$ cat src/rtl/alu_mul_sequencer.sv
// Shift-add multiplier controller that borrows the execute-stage ALU.
// Optional macro MUL_EARLY_EXIT_EN: finish as soon as the multiplier runs out of set bits.

`ifndef WORD
`define WORD 64
`endif
`ifndef ALU_ADD
`define ALU_ADD 4'b0010
`endif
`ifndef ALU_PASS
`define ALU_PASS 4'b1111
`endif

module alu_mul_sequencer #(
    parameter int WIDTH = `WORD,
    parameter int CNT_W = $clog2(WIDTH) + 1
) (
    input  logic             clk,
    input  logic             rst_n,
    input  logic             start,
    input  logic [WIDTH-1:0] multiplicand,
    input  logic [WIDTH-1:0] multiplier,
    output logic             busy,
    output logic             done,
    output logic [WIDTH-1:0] product,
    output logic [WIDTH-1:0] alu_a,
    output logic [WIDTH-1:0] alu_b,
    output logic [3:0]       alu_ctrl,
    input  logic [WIDTH-1:0] alu_result
);

    typedef enum logic [1:0] {
        S_IDLE,
        S_ITER,
        S_DONE
    } state_t;

    localparam logic [CNT_W-1:0] LAST = CNT_W'(WIDTH - 1);

    state_t           state_q, state_d;
    logic [WIDTH-1:0] acc_q, acc_d;
    logic [WIDTH-1:0] mcand_q, mcand_d;
    logic [WIDTH-1:0] mplier_q, mplier_d;
    logic [WIDTH-1:0] product_q, product_d;
    logic [CNT_W-1:0] count_q, count_d;

    always_ff @(posedge clk or negedge rst_n) begin
        if (!rst_n) begin
            state_q   <= S_IDLE;
            acc_q     <= '0;
            mcand_q   <= '0;
            mplier_q  <= '0;
            product_q <= '0;
            count_q   <= '0;
        end else begin
            state_q   <= state_d;
            acc_q     <= acc_d;
            mcand_q   <= mcand_d;
            mplier_q  <= mplier_d;
            product_q <= product_d;
            count_q   <= count_d;
        end
    end

    always_comb begin
        state_d   = state_q;
        acc_d     = acc_q;
        mcand_d   = mcand_q;
        mplier_d  = mplier_q;
        product_d = product_q;
        count_d   = count_q;
        alu_a     = '0;
        alu_b     = '0;
        alu_ctrl  = `ALU_PASS;

        unique case (state_q)
            S_IDLE: begin
                if (start) begin
                    mcand_d  = multiplicand;
                    mplier_d = multiplier;
                    acc_d    = '0;
                    count_d  = '0;
                    state_d  = S_ITER;
                end
            end
            S_ITER: begin
                alu_ctrl = `ALU_ADD;
                alu_a    = acc_q;
                alu_b    = mplier_q[0] ? mcand_q : '0;
`ifdef MUL_EARLY_EXIT_EN
                if (mplier_q == '0) begin
                    // Nothing left to add: acc already holds the product.
                    product_d = acc_q;
                    state_d   = S_DONE;
                end else begin
                    acc_d    = alu_result;
                    mcand_d  = mcand_q << 1;
                    mplier_d = mplier_q >> 1;
                    count_d  = count_q + 1'b1;
                    if (count_q == LAST) begin
                        product_d = alu_result;
                        state_d   = S_DONE;
                    end
                end
`else
                acc_d    = alu_result;
                mcand_d  = mcand_q << 1;
                mplier_d = mplier_q >> 1;
                count_d  = count_q + 1'b1;
                // Product latches the final sum as it enters acc.
                if (count_q == LAST) begin
                    product_d = alu_result;
                    state_d   = S_DONE;
                end
`endif
            end
            S_DONE: begin
                state_d = S_IDLE;
            end
            default: begin
                state_d = S_IDLE;
            end
        endcase
    end

    assign busy    = (state_q != S_IDLE);
    assign done    = (state_q == S_DONE);
    assign product = product_q;

endmodule
$ cat config.mk
export PLATFORM = sky130hd
export DESIGN_NAME = alu_mul_sequencer
export DESIGN_NICKNAME = d
export VERILOG_FILES = /design/src/rtl/alu_mul_sequencer.sv
export SDC_FILE = /design/constraint.sdc
export NUM_CORES = 1
export LEC_CHECK = 0
export ABC_AREA = 1
export CORE_ASPECT_RATIO = 2
export CORE_MARGIN = 2
export CORE_UTILIZATION = 46
export CTS_CLUSTER_DIAMETER = 150
export DETAILED_ROUTE_END_ITERATION = 12
export HOLD_SLACK_MARGIN = 0.05
export PLACE_DENSITY = 0.87
export SKIP_CTS_REPAIR_TIMING = 1
export SYNTH_ARGS = -nofsm -noshare
export SYNTH_HDL_FRONTEND = slang
export SYNTH_SLANG_ARGS = --single-unit
$ cat constraint.sdc
create_clock -name clk -period 2.03 [get_ports clk]
set_input_delay 0.3045 -clock clk [delete_from_list [all_inputs] [get_ports clk]]
set_output_delay 0.3045 -clock clk [all_outputs]
set_load 0.01 [all_outputs]
### Yosys cells after proc, flatten, opt, wreduce, memory -nomap -nowiden

Index checks and enable logic that the tools add are counted.

| storage, ports and cells | value |
|---|---|
| bits in registers | 265 |
| latch bits | 0 |
| memory bits (writable) | 0 |
| bits in read-only memories | 0 |
| bits of input ports | 195 |
| output and inout port bits | 198 |
| word-level logic and storage cells | 33 |
| memories kept | 0 |

| cells by class | value |
|---|---|
| add/sub/neg operators | 1 |
| $mul | 0 |
| div/mod/pow operators | 0 |
| order comparisons | 0 |
| equal/unequal tests | 5 |
| shift-type cells | 0 |
| mux-type cells | 15 |
| bitwise logic cells | 0 |
| reduce and logical (&&, ||, !) cells | 6 |

Operators by type and width:

| operator | number |
|---|---|
| $mux W64 | 6 |
| $pmux W64 S2 | 3 |
| $pmux W7 S2 | 1 |
| $add A7 B1 Y7 const B | 1 |
| $eq A7 B6 Y1 const B | 1 |
| $mux W7 | 1 |
| $reduce_and A2 Y1 | 3 |
| $mux W2 | 2 |
| $mux W4 | 1 |
| $ne A2 B2 Y1 const B | 2 |
| $pmux W2 S2 | 1 |
| $reduce_bool A2 Y1 | 2 |
| $eq A2 B1 Y1 const B | 1 |
| $eq A2 B2 Y1 const B | 1 |
| $logic_not A2 Y1 | 1 |

### Depth between registers and ports, before layout

Gate-level depths: netlist (run 1).

| logic depth | value |
|---|---|
| depth in word-level cells | 3 |
| mapped depth | 8 |

### Worst setup path before layout (run 1)

OpenSTA, ideal clock, no wires.

| path | value |
|---|---|
| path kind | flip-flop to output port |
| start point | register state_q[0] |
| end point | output alu_ctrl[2] |
| arrival | 1.204 ns |
| required time | 1.725 ns |
| slack | 0.521 ns |
| stages on the path, launching flop included | 5 |
| buffers on the path | 3 |
| cells stage by stage | dfrtp_1 nand2_2 clkbuf_1 buf_2 buf_4 |

| between the ends | value |
|---|---|
| word-level cells in the longest chain between the ends | 2 |

Ends and longest elaborated chain:

| item | RTL line | RTL |
|---|---|---|
| start, declared | 40 | `state_t state_q, state_d;` |
| start signal, assigned | 56 | `state_q <= state_d;` |
| $eq A2 B1 Y1 | 76 | `unique case (state_q)` |
| $mux W4 | 76 |  |
| end, declared | 28 | `output logic [3:0] alu_ctrl,` |

No other way between the ends.

### Final worst setup path (run 1)

| path | value |
|---|---|
| start point | register state_q[1] |
| end point | output alu_b[33] |

| between the ends | value |
|---|---|
| word-level cells in the longest chain between the ends | 2 |

Ends and longest elaborated chain:

| item | RTL line | RTL |
|---|---|---|
| $eq A2 B1 Y1 | 76 |  |
| $mux W64 | 76 |  |
| end, declared | 27 | `output logic [WIDTH-1:0] alu_b,` |

No other way between the ends.

==> results.md, run 1 <==
* Status: finished with violations
* Failing checks: setup timing
* CORE AREA at 25100 um^2
* Post-synth top cells: 534 x nand2_1, 265 x dfrtp_1, 166 x nor2_1, 99 x inv_1, 95 x o21ai_0
* RSZ-0062 raised after global routing: yes
* Total track usage at 27.9%
* Synth warn at 0
* CTS tree: yes
* Mapped cell area at 11800 um^2
* Post-synth EDFFs at 0
* Max cap viols at 0
* Startpoint Class: flip-flop
* ANT nets after route at 0
* GRT met3 Usage at 4.36%
* GR Util met2 at 47.7%
* Multi-input logic area at 4490 um^2
* Site Rows at 82
* Non-Filler Instances at 2200
* Final hold vios at 0
* Detailed Route WL at 40300 um
* Number of global-route vias before repair at 11688
* Share of layout cells above drive strength 1 at 11.8%
* # DRC at 0
* Slew Limit Headroom at 50.4%
* Clock buffer depth at 3
* Area grow syn2layout at 47.4%
* Worst Slack Setup Final at -0.0786 ns
* Yosys reg bits at 265
* Die W at 117 um
* Crit path kind: flip-flop to primary output
* Gr busiest metal: met2
* DP Wirelength at 26800 um
* First-pass iteration count of the detailed router at 7
* Post-DR wirelength/cell at 18.3 um
* Met1 usage at 31.3%
* Vias/cell at 5.39
* Largest net degree at the start of global routing at 148
* Design Area, Final at 17400 um^2
* H-tree depth at 1
* Inst Count DP at 2133
* DR vias at 11867
* WP data arrival at 1.80 ns
* Grt ovf at 0
* Static Leak at 0.00899 uW
* GP Congestion at 0.910
* FF+latch area at 6630 um^2
* Slew Viols, Final at 0
* Final cycle utilization of the critical path at 104%
* Final setup vio count at 26
* Top cells by area, synth: dfrtp_1 56%, nand2_1 17%, nor2_1 5.3%
* Post-Syn Nets at 1670
* Worst-case clock skew at 0.00863 ns
* Dpl cell area at 16200 um^2
* Synth unique cells at 20
* Inserted Clock Buffers at 24
* DIE HEIGHT at 230 um
* Worst Setup End Kind: primary output
* Final #Nets at 2037
* PwrDens at 643 nW/um^2
* Clock-pin slew on the worst setup and hold paths at 0.07 ns
* Cells after Synth at 1474
* IO Port Bufs at 391
* Max FO, Critical Path at 7
* 1st-iter DRT viols at 956
* Clock root buffer: clkbuf_16
* Top-area cell type share of the netlist area at 56.2%
* Initial core utilization at 46.9%
* Most used DFF post-synth: dfrtp_1
* Hold Path Class: input pin to async pin
* Die area at 27000 um^2
* Hold slack at 0.316 ns
* Initial antenna violation count at 5
* Area leader, netlist: dfrtp_1
* Seq/Total Area, Yosys at 56.2%
* Later-pin clock latency in the skew report at 0.53 ns
* WP data required at 1.73 ns
* Fillers at 1900
* Setup TNS at -1.17 ns
* Measured slew at the worst slew-check pin at 0.745 ns
* Syn avg cell area at 8.00 um^2
* Clock sinks at 265
* Most common cell in the netlist: nand2_1
* IO Count at 393
* Worst VDD drop at 650 uV
* Final Critical Period at 2.11 ns
* First-pass GRT wire length at 59400 um
* Post-synth ARST share at 100%
* Fmax at 474 MHz
where the power goes:
part,switching [uW],internal (uW),leakage [uW]
sequential,18.4,5340,0.00309
clock,2050,2920,0.000425
combinational,359,479,0.00548
total,2430,8740,0.00899
layout make-up:
cell class | count | area share (%)
clock buffer | 32 | 3.98
inverter | 102 | 2.23
clock inverter | 12 | 0.979
multi-input combinational | 999 | 25.8
sequential | 265 | 38.1
tap | 336 | 2.42
antenna | 5 | 0.0720
timing repair buffer | 449 | 26.4
state kept, by name (all words and copies together), names as in the netlist:
register / count
mplier_q: 64
mcand_q: 64
product: 64
count_q: 7
acc_q: 64
state_q: 2
final timing paths:
kind                           startpoint           end  slack [ns]  cells past startpoint
max                            state_q[1]     alu_b[33]       -0.08                      8
min                                 rst_n   mcand_q[59]        0.32                      2
max reg2reg                    state_q[1]     acc_q[19]        0.15                      7
min reg2reg                   product[15]   product[15]        0.47                      2
max in group asynchronous           rst_n    state_q[0]        0.99                      3
min in group clk           multiplier[63]  mplier_q[63]        0.33                      3
kinds of logic (layout without fill, tap and decap cells):
kind of cell             count (synthesis)  count (layout)  synth area share (%)
AO/OA/AOI/OAI                          138             138                  6.44
adder cells (fa/ha/maj)                  1               1                 0.106
buffers and inverters                  210             595                  7.48
flip-flops                             265             265                  56.2
other                                    1               6                0.0318
AND/OR/NAND/NOR                        859             859                  29.7
layout by cell type (no fill, tap or decap), types with 5 or more instances in the layout:
cell             Yosys  final
buf_12               0     18
buf_2               66     49
buf_4                3     33
buf_6                0     15
clkbuf_16            0     28
clkdlybuf4s50_1      0    257
clkinv_2             0      5
dfrtp_1            265    264
diode_2              0      5
dlymetal6s2s_1       0     66
inv_1               99     98
nand2_1            534    533
nand3_1             93     92
nand4_1             64     64
nor2_1             166    121
nor2_2               0     34
nor2_4               0     11
o211ai_1            11     11
o21ai_0             95     95
o22ai_1             28     28
critical path, cell delays in order (launching register included):
cell	delay [ns]
dfrtp_1	0.37
inv_2	0.11
nand2_8	0.11
inv_6	0.09
nand2_8	0.07
buf_12	0.16
buf_6	0.14
nor2_2	0.09
buf_2	0.13
layer usage:
metal / vias to the layer above / routed length, um
met5: - / 0
met4: 0 / 2920
met1: 5703 / 13700
met2: 596 / 21000
met3: 167 / 2630
li1: 5401 / -
metrics by stage:
step | setup WS, ns | util [%] | power (uW)
after CTS | -0.591 | 67.7 | 11300
after global routing | -0.152 | 69.2 | 11500
after floorplan | 0.521 | - | 5610
after detailed placement | -0.00171 | 64.3 | 6310
final | -0.0786 | 69.2 | 11200
after global placement | -0.00407 | 64.3 | 6300
Power figures use the tool's default switching activity.
==> run 2, diff against run 1 <==
--- a/config.mk
+++ b/config.mk
@@ -11,6 +11,8 @@
 export CORE_UTILIZATION = 46
 export CTS_CLUSTER_DIAMETER = 150
 export DETAILED_ROUTE_END_ITERATION = 12
+export GPL_ROUTABILITY_DRIVEN = 0
+export GPL_TIMING_DRIVEN = 0
 export HOLD_SLACK_MARGIN = 0.05
 export PLACE_DENSITY = 0.87
 export SKIP_CTS_REPAIR_TIMING = 1
==> run 2 against run 1 <==
Hold slack worse by 0.098 ns. Sequential share of layout area down 0.93 points. Cell area rose by 2.5%. Critical endpoint is now alu_b[40]. The run still ends with setup timing left. Clock skew is 0.0076 ns higher. Die area is the same. Power increased by 4.0%. Flip-flop and latch count unchanged. Combinational power rose by 0.8%. Sequential power is essentially flat. Largest power group is now the clock network. Clock power up 8.9%. Highest routed layer unchanged. Final cell count increased by 3.5%.
==> results.md, run 2 (synthesized netlist as in run 1, its figures left out) <==
* Max FO, Critical Path at 5 (was 7)
* Total track usage at 31.5% (was 27.9%)
* Worst VDD drop at 657 uV (was 650 uV)
* Post-DR wirelength/cell at 19.7 um (was 18.3 um)
* Die area at 27000 um^2 (unchanged)
* Clock sinks at 265 (unchanged)
* Clock root buffer: clkbuf_16 (unchanged)
* First-pass GRT wire length at 65600 um (was 59400 um)
* Largest net degree at the start of global routing at 127 (was 148)
* Slowest-stage cell, CP: dfrtp_1 (unchanged)
* Clock buffer depth at 3 (unchanged)
* WP data required at 1.73 ns (about the same)
* Slew Limit Headroom at 47.3% (was 50.4%)
* Failing checks: setup timing (unchanged)
* Fmax at 454 MHz (was 474 MHz)
* Commonest non-fill, non-tap cell in the layout: nand2_1 (unchanged)
* CP dominant cell by count: buf_6 (was nand2_8)
* Inserted Clock Buffers at 25 (was 24)
* Hold Path Class: input pin to async pin (unchanged)
* IO Count at 393 (unchanged)
* Status: finished with violations (unchanged)
* Share of layout cells above drive strength 1 at 19.1% (was 11.8%)
* Die W at 117 um (unchanged)
* Initial antenna violation count at 7 (was 5)
* PwrDens at 652 nW/um^2 (was 643 nW/um^2)
* Vias/cell at 5.44 (was 5.39)
* Slew Viols, Final at 0 (unchanged)
* RR Endpoint: mplier_q[62] (was acc_q[19])
* Final hold vios at 0 (unchanged)
* R2R depth at 9 (was 7)
* Top cell family by delay on the critical path: buffers and inverters (unchanged)
* Final Critical Period at 2.20 ns (was 2.11 ns)
* Design Power at 11600 uW (was 11200 uW)
* Final setup vio count at 65 (was 26)
* Number of global-route vias before repair at 12342 (was 11688)
* Inst Count DP at 2203 (was 2133)
* Non-Filler Instances at 2278 (was 2200)
* Grt ovf at 0 (unchanged)
* Final #Nets at 2113 (was 2037)
* Largest stage delay, worst path at 0.37 ns (about the same)
* Site Rows at 82 (unchanged)
* Worst-case clock skew at 0.0163 ns (was 0.00863 ns)
* H-tree depth at 1 (unchanged)
* Initial core utilization at 46.9% (unchanged)
* Final cycle utilization of the critical path at 109% (was 104%)
* Crit path kind: flip-flop to primary output (unchanged)
* Detailed Route WL at 44900 um (was 40300 um)
* DIE HEIGHT at 230 um (unchanged)
* Static Leak at 0.00852 uW (was 0.00899 uW)
* Max cap viols at 0 (unchanged)
* Measured slew at the worst slew-check pin at 0.791 ns (was 0.745 ns)
* CTS tree: yes (unchanged)
* Worst Setup End Kind: primary output (unchanged)
* RSZ-0062 raised after global routing: yes (unchanged)
* DR vias at 12386 (was 11867)
* IO Port Bufs at 391 (unchanged)
* Area grow syn2layout at 51.1% (was 47.4%)
* Most frequent cells in the layout: 533 x nand2_1, 263 x dfrtp_1, 258 x clkdlybuf4s50_1 (was 533 x nand2_1, 264 x dfrtp_1, 257 x clkdlybuf4s50_1)
* RR Startpoint: state_q[1] (unchanged)
* Startpoint Class: flip-flop (unchanged)
* CP cell instances: inv_2, nand2_4, buf_6, inv_8, nand2_8, buf_12, clkbuf_16, nor2_4, buf_6 (was inv_2, nand2_8, inv_6, nand2_8, buf_12, buf_6, nor2_2, buf_2)
* ANT nets after route at 0 (unchanged)
* DP Wirelength at 32500 um (was 26800 um)
* Crit path from: state_q[1] (unchanged)
* Worst reg2reg setup slack at 0.18 ns (was 0.15 ns)
* 1st-iter DRT viols at 887 (was 956)
* # DRC at 0 (unchanged)
* WP data arrival at 1.90 ns (was 1.80 ns)
* First-pass iteration count of the detailed router at 6 (was 7)
* Later-pin clock latency in the skew report at 0.54 ns (was 0.53 ns)
* Worst Slack Setup Final at -0.174 ns (was -0.0786 ns)
* CORE AREA at 25100 um^2 (unchanged)
* Clock-pin slew on the worst setup and hold paths at 0.07 ns (about the same)
* Buf/Inv on CP at 6 (was 5)
[run 2: cell types whose count changed in the layout (fill, tap and decap cells not counted), moves of 5 or more]
cell / previous run / this run
nor2_2: 34 / 44
dlymetal6s2s_1: 66 / 8
buf_2: 49 / 126
buf_12: 18 / 9
nor2_4: 11 / 44
nor2_1: 121 / 78
buf_4: 33 / 15
clkbuf_1: 3 / 28
buf_8: 2 / 7
clkbuf_2: 4 / 13
buf_6: 15 / 55
[run 2: power by group]
group | internal (uW) | switching (uW)
Clock | 3280 | 2130
Combinational | 472 | 373
Sequential | 5340 | 17.9
Total | 9100 | 2520
[run 2: worst max path at each step]
stage          cells past startpoint  slack (ns)          end
2_1_floorplan                      4        0.52  alu_ctrl[2]
3_3_place_gp                       1      -10.36   product[7]
3_5_place_dp                       5       -0.85    alu_a[39]
4_1_cts                            5       -1.38    alu_a[39]
5_1_grt                            9       -0.23    alu_b[40]
6_report                           9       -0.17    alu_b[40]
[run 2: layer usage]
metal,vias up,share of wire [%],GRT usage [%]
li1,5558,-,-
met1,5961,32,32.0
met2,672,53,57.5
met3,195,6.6,4.62
met4,0,8.1,21.1
met5,-,0,0
[run 2: stage by stage]
step / setup WS [ns] / instance area [um^2] / utilization [%] / setup TNS [ns] / hold slack (ns)
floorplan: 0.521 / 11800 / - / 0 / 0.00891
global placement: -10.36 / 16100 / 64.2 / -2811.32 / 0.453
detailed placement: -0.846 / 16200 / 64.4 / -77.23 / 0.177
CTS: -1.38 / 17100 / 68.1 / -150.02 / -0.392
global route: -0.226 / 17800 / 70.9 / -9.97 / 0.248
finish: -0.174 / 17800 / 70.9 / -3.60 / 0.218
[run 2: final cells by class]
cell class / count / area (um^2)
Fill cell: 1803 / 7310
Sequential cell: 265 / 6630
Multi-Input combinational cell: 999 / 4740
Timing Repair Buffer: 417 / 4000
Clock buffer: 36 / 737
Buffer: 107 / 688
Tap cell: 336 / 420
Inverter: 102 / 390
Clock inverter: 9 / 199
Antenna cell: 7 / 17.5
==> edit 1: new RTL, settings of run 2 <==
Make the reset (`rst_n`) synchronous in one clocked block.
--- a/src/rtl/alu_mul_sequencer.sv
+++ b/src/rtl/alu_mul_sequencer.sv
@@ -44,7 +44,7 @@
     logic [WIDTH-1:0] product_q, product_d;
     logic [CNT_W-1:0] count_q, count_d;
 
-    always_ff @(posedge clk or negedge rst_n) begin
+    always_ff @(posedge clk) begin
         if (!rst_n) begin
             state_q   <= S_IDLE;
             acc_q     <= '0;
Check against the original RTL: differs if rst_n is asserted again (counterexample within 4 cycles, from zero or initial values and one cycle with rst_n low); with rst_n held inactive, the same outputs for 4 cycles.
==> edit 1 against run 2 <==
Synthesized cell count grew 28%; die area grew 1.2%; critical endpoint is now alu_a[61]; sequential cell count is the same; the flow still finishes with violations (negative setup slack); critical path type unchanged; area after synthesis grew 1.3%; wire length shrank 0.71%; design area shrank 3.2%; highest routed layer unchanged; worst setup slack lost 25 ps; clock skew shrank 5.4 ps.
Power is not compared: it rests on default switching activity, and its combinational part moved more than twofold at a synthesized area within 25%.
==> edit 1: results (changes against run 2) <==
- ANT cells: 4 (-3)
- Syn nets: 2089 (+25%)
- Share of layout cells above drive strength 1: 0.121 (-0.0702)
- Final WS setup: -199 ps (-25.1 ps)
- Final Setup Violations: 64 (-1.5%)
- Worst path arrival time: 1920 ps (+20 ps)
- Fin cells: 2691 (+18%)
- Failing checks: negative setup slack
- Final wirelength: 44600 um (-0.71%)
- Critical path endpoint: alu_a[61]
- CTS Buf Count: 24 (-4.0%)
- Met1 wire length: 14900 um (+4.2%)
- Worst r2r src: state_q[1]
- Initial Util: 0.466 (-0.00351)
- Final HPWL DP: 33000 um (+1.7%)
- Ys async rst share: 0 (-1.00)
- Seq/Total Area, Yosys: 0.444 (-0.118)
- Status: finished, violations left
- Placed cell count: 2623 (+19%)
- Synth area leaders: dfxtp_1 44%, nand2_1 19%, nor2_1 15%
- DRT Pass-1 Iters: 5 (-1)
- Most instantiated cells after synthesis: 590 x nand2_1, 480 x nor2_1, 265 x dfxtp_1, 228 x inv_1, 79 x nand3_1
- Inverters: 232 (+130%)
- First-pass GRT wire length: 67400 um (+2.7%)
- Sequential cell area share: 0.308 (-0.0644)
- Initial antenna violation count: 4 (-3)
edit 1: changes by cell type after synthesis, moves of 11 or more:
cell      before  now
o22ai_1       28    0
nand2_1      534  590
inv_1         99  228
nand4_1       64    0
nand3_1       93   79
o31ai_1        0   64
a21oi_1        1   21
dfrtp_1      265    0
dfxtp_1        0  265
o211ai_1      11    0
clkbuf_1      39   62
o21ai_0       95   34
buf_2         66   49
nor2_1       166  480
edit 1: worst min-delay path: stages:
cell	delay, ps
buf_2	160
clkbuf_1	220
o21ai_0	120
nor2_1	50
edit 1: cells by family after synthesis:
kind of cell / synth area share
simple gates: 0.372
flops: 0.444
other cells: 0.000314
fa+ha+maj: 0.00105
compound gates: 0.0637
buf+inv: 0.119
edit 1: per-stage QoR:
step | TNS [ps] | area (um2)
after floorplan | 0 | 11900
after global placement | -50340 | 16300
after detailed placement | -52920 | 16300
after CTS | -128210 | 17100
after global routing | -12240 | 17300
final | -7820 | 17300
==> edit 2: new RTL, settings of run 2 <==
Without the edit above. Add a define of `MUL_EARLY_EXIT_EN`.
--- a/src/rtl/alu_mul_sequencer.sv
+++ b/src/rtl/alu_mul_sequencer.sv
@@ -1,5 +1,7 @@
 // Shift-add multiplier controller that borrows the execute-stage ALU.
 // Optional macro MUL_EARLY_EXIT_EN: finish as soon as the multiplier runs out of set bits.
+
+`define MUL_EARLY_EXIT_EN
 
 `ifndef WORD
 `define WORD 64
Check against the original RTL: not equivalent (a bounded check fails within 4 cycles, from zero or initial values and one cycle with rst_n low).
==> edit 2 against run 2 <==
The flow still finishes with violations (negative setup slack); worst setup slack worse by 74 ps; largest power group is now registers; critical path depth fell by 1; power shrank 3.8%; sequential cell count is the same; wire length is 16% higher; area after synthesis grew 24%; cell count grew 38%; clock power decreased by 11%; non-clock buffer count up 48; design area grew 16%.
==> edit 2: results (changes against run 2) <==
- Worst path arrival time: 1970 ps (+70 ps)
- Worst vdd ir: 0.577 mV (-12%)
- Final HPWL DP: 37400 um (+15%)
- Syn nets: 2453 (+47%)
- Failing checks: negative setup slack
- Crit-path max cell delay: 380 ps
- Port buffer count: 391 (unchanged)
- Worst r2r src: count_q[0]
- P_leak: 11.3 nW (+33%)
- Pin count of the biggest net entering global routing: 125 (-1.6%)
- Normalized max-slew margin: 0.559 (+0.0862)
- Met2 GRT Util: 0.545 (-0.0297)
- Uppermost layer routed: met5
- Final Setup Violations: 169 (+160%)
- Reg2reg end: product[39]
- CTS Buf Count: 26 (+4.0%)
- Final WS setup: -248 ps (-74.4 ps)
- Layout Nets: 2904 (+37%)
- Met3 GRT Util: 0.0493 (+0.00312)
- DR iter-0 viols: 790 (-11%)
- Met1 GRT Util: 0.284 (-0.0365)
- Synth area leaders: dfrtp_1 45%, nand2_1 32%, nand3_1 6.8%
- Status: finished, violations left
- Reg2reg path depth: 10 (+1)
- Slowest stage cell on the critical path: dfrtp_1
- Met1 wire length: 16800 um (+18%)
- Fin Clk Skew: 10.1 ps (-6.13 ps)
- Seq/Total Area, Yosys: 0.455 (-0.108)
- Yosys cell types: 24 (+20%)
- Vias per inst: 5.12 (-5.8%)
- Clk buf depth: 3 (unchanged)
- Met3 WL: 3300 um (+12%)
- GRT Overall Usage: 0.294 (-0.0219)
- DRT Pass-1 Iters: 6 (unchanged)
- Clock transition at the registers of the reported paths: 60 ps
- H-tree Lvls: 1 (unchanged)
- CP max FO: 7 (+2)
- Worst-skew pair later-pin latency: 550 ps
- Ys async rst share: 1.00 (unchanged)
- Clock root cell: clkbuf_16
- Area after DPL: 0.0191 mm2 (+18%)
- Initial antenna violation count: 5 (-2)
- First-pass GRT wire length: 77700 um (+18%)
- WL/cell: 16.6 um (-16%)
- Yosys warning count: 0 (unchanged)
- Vias in the first global route: 16044 (+30%)
- Met2 wire length: 28200 um (+18%)
- Share of layout cells above drive strength 1: 0.141 (-0.0499)
- Most instantiated cells after synthesis: 1240 x nand2_1, 265 x dfrtp_1, 240 x nor2_1, 197 x nand3_1, 138 x inv_1
- Worst hold path type: input pin to async pin
- Reg-to-reg slack, setup: -50 ps (-230 ps)
==> edit 2: worst max-delay path, delay by kind of cell (launching register included) <==
family	cells	cell delay, ps
buf+inv	6	720
simple gates	2	340
flops	1	380
==> edit 2: worst max-delay path by stage <==
stage	start	to	slack (ps)	depth (start not counted)
final	state_q[0]	alu_a[44]	-250	8
after global routing	state_q[0]	alu_a[44]	-310	8
after CTS	state_q[0]	alu_ctrl[2]	-1700	7
after detailed placement	state_q[0]	alu_ctrl[2]	-1110	7
after global placement	rst_n	mplier_q[34]	-10590	1
after floorplan	state_q[0]	alu_ctrl[2]	260	6
==> edit 2: power by group <==
| part | switching (mW) | internal [mW] |
|---|---|---|
| Combinational | 0.427 | 0.528 |
| Clock | 2.15 | 2.67 |
| Sequential | 0.0581 | 5.34 |
| Total | 2.63 | 8.54 |
==> edit 2: layout make-up <==
class	count	area (um2)
tap	423	529
clock buffer	39	751
inverter	140	528
fill	2653	10700
clock inverter	5	53.8
multi-input combinational	1703	7110
antenna	3	7.51
timing repair buffer	425	4080
buffer	147	1060
sequential	265	6630
==> edit 2: per-stage QoR <==
stage                     hold slack [ps]  power (mW)  TNS [ps]  worst slack [ps]  std cells
final                                 221        11.2    -18720              -248       3150
after global routing                  242        11.5    -55520              -314       3150
after CTS                            -370        11.2   -197110             -1700       3117
after detailed placement              210        6.44   -128840             -1110       3073
after global placement                462        6.42  -2915000            -10590       3071
after floorplan                      8.91        5.73         0               257       2257
==> edit 2: logic make-up (layout without fill, tap and decap cells) <==
family / count (synthesis) / after routing / synth area share
buf+inv: 289 / 756 / 0.0852
xor+xnor: 1 / 1 / 0.000601
fa+ha+maj: 1 / 1 / 0.000858
simple gates: 1687 / 1687 / 0.454
compound gates: 13 / 13 / 0.00497
flops: 265 / 265 / 0.455
other cells: 1 / 4 / 0.000257
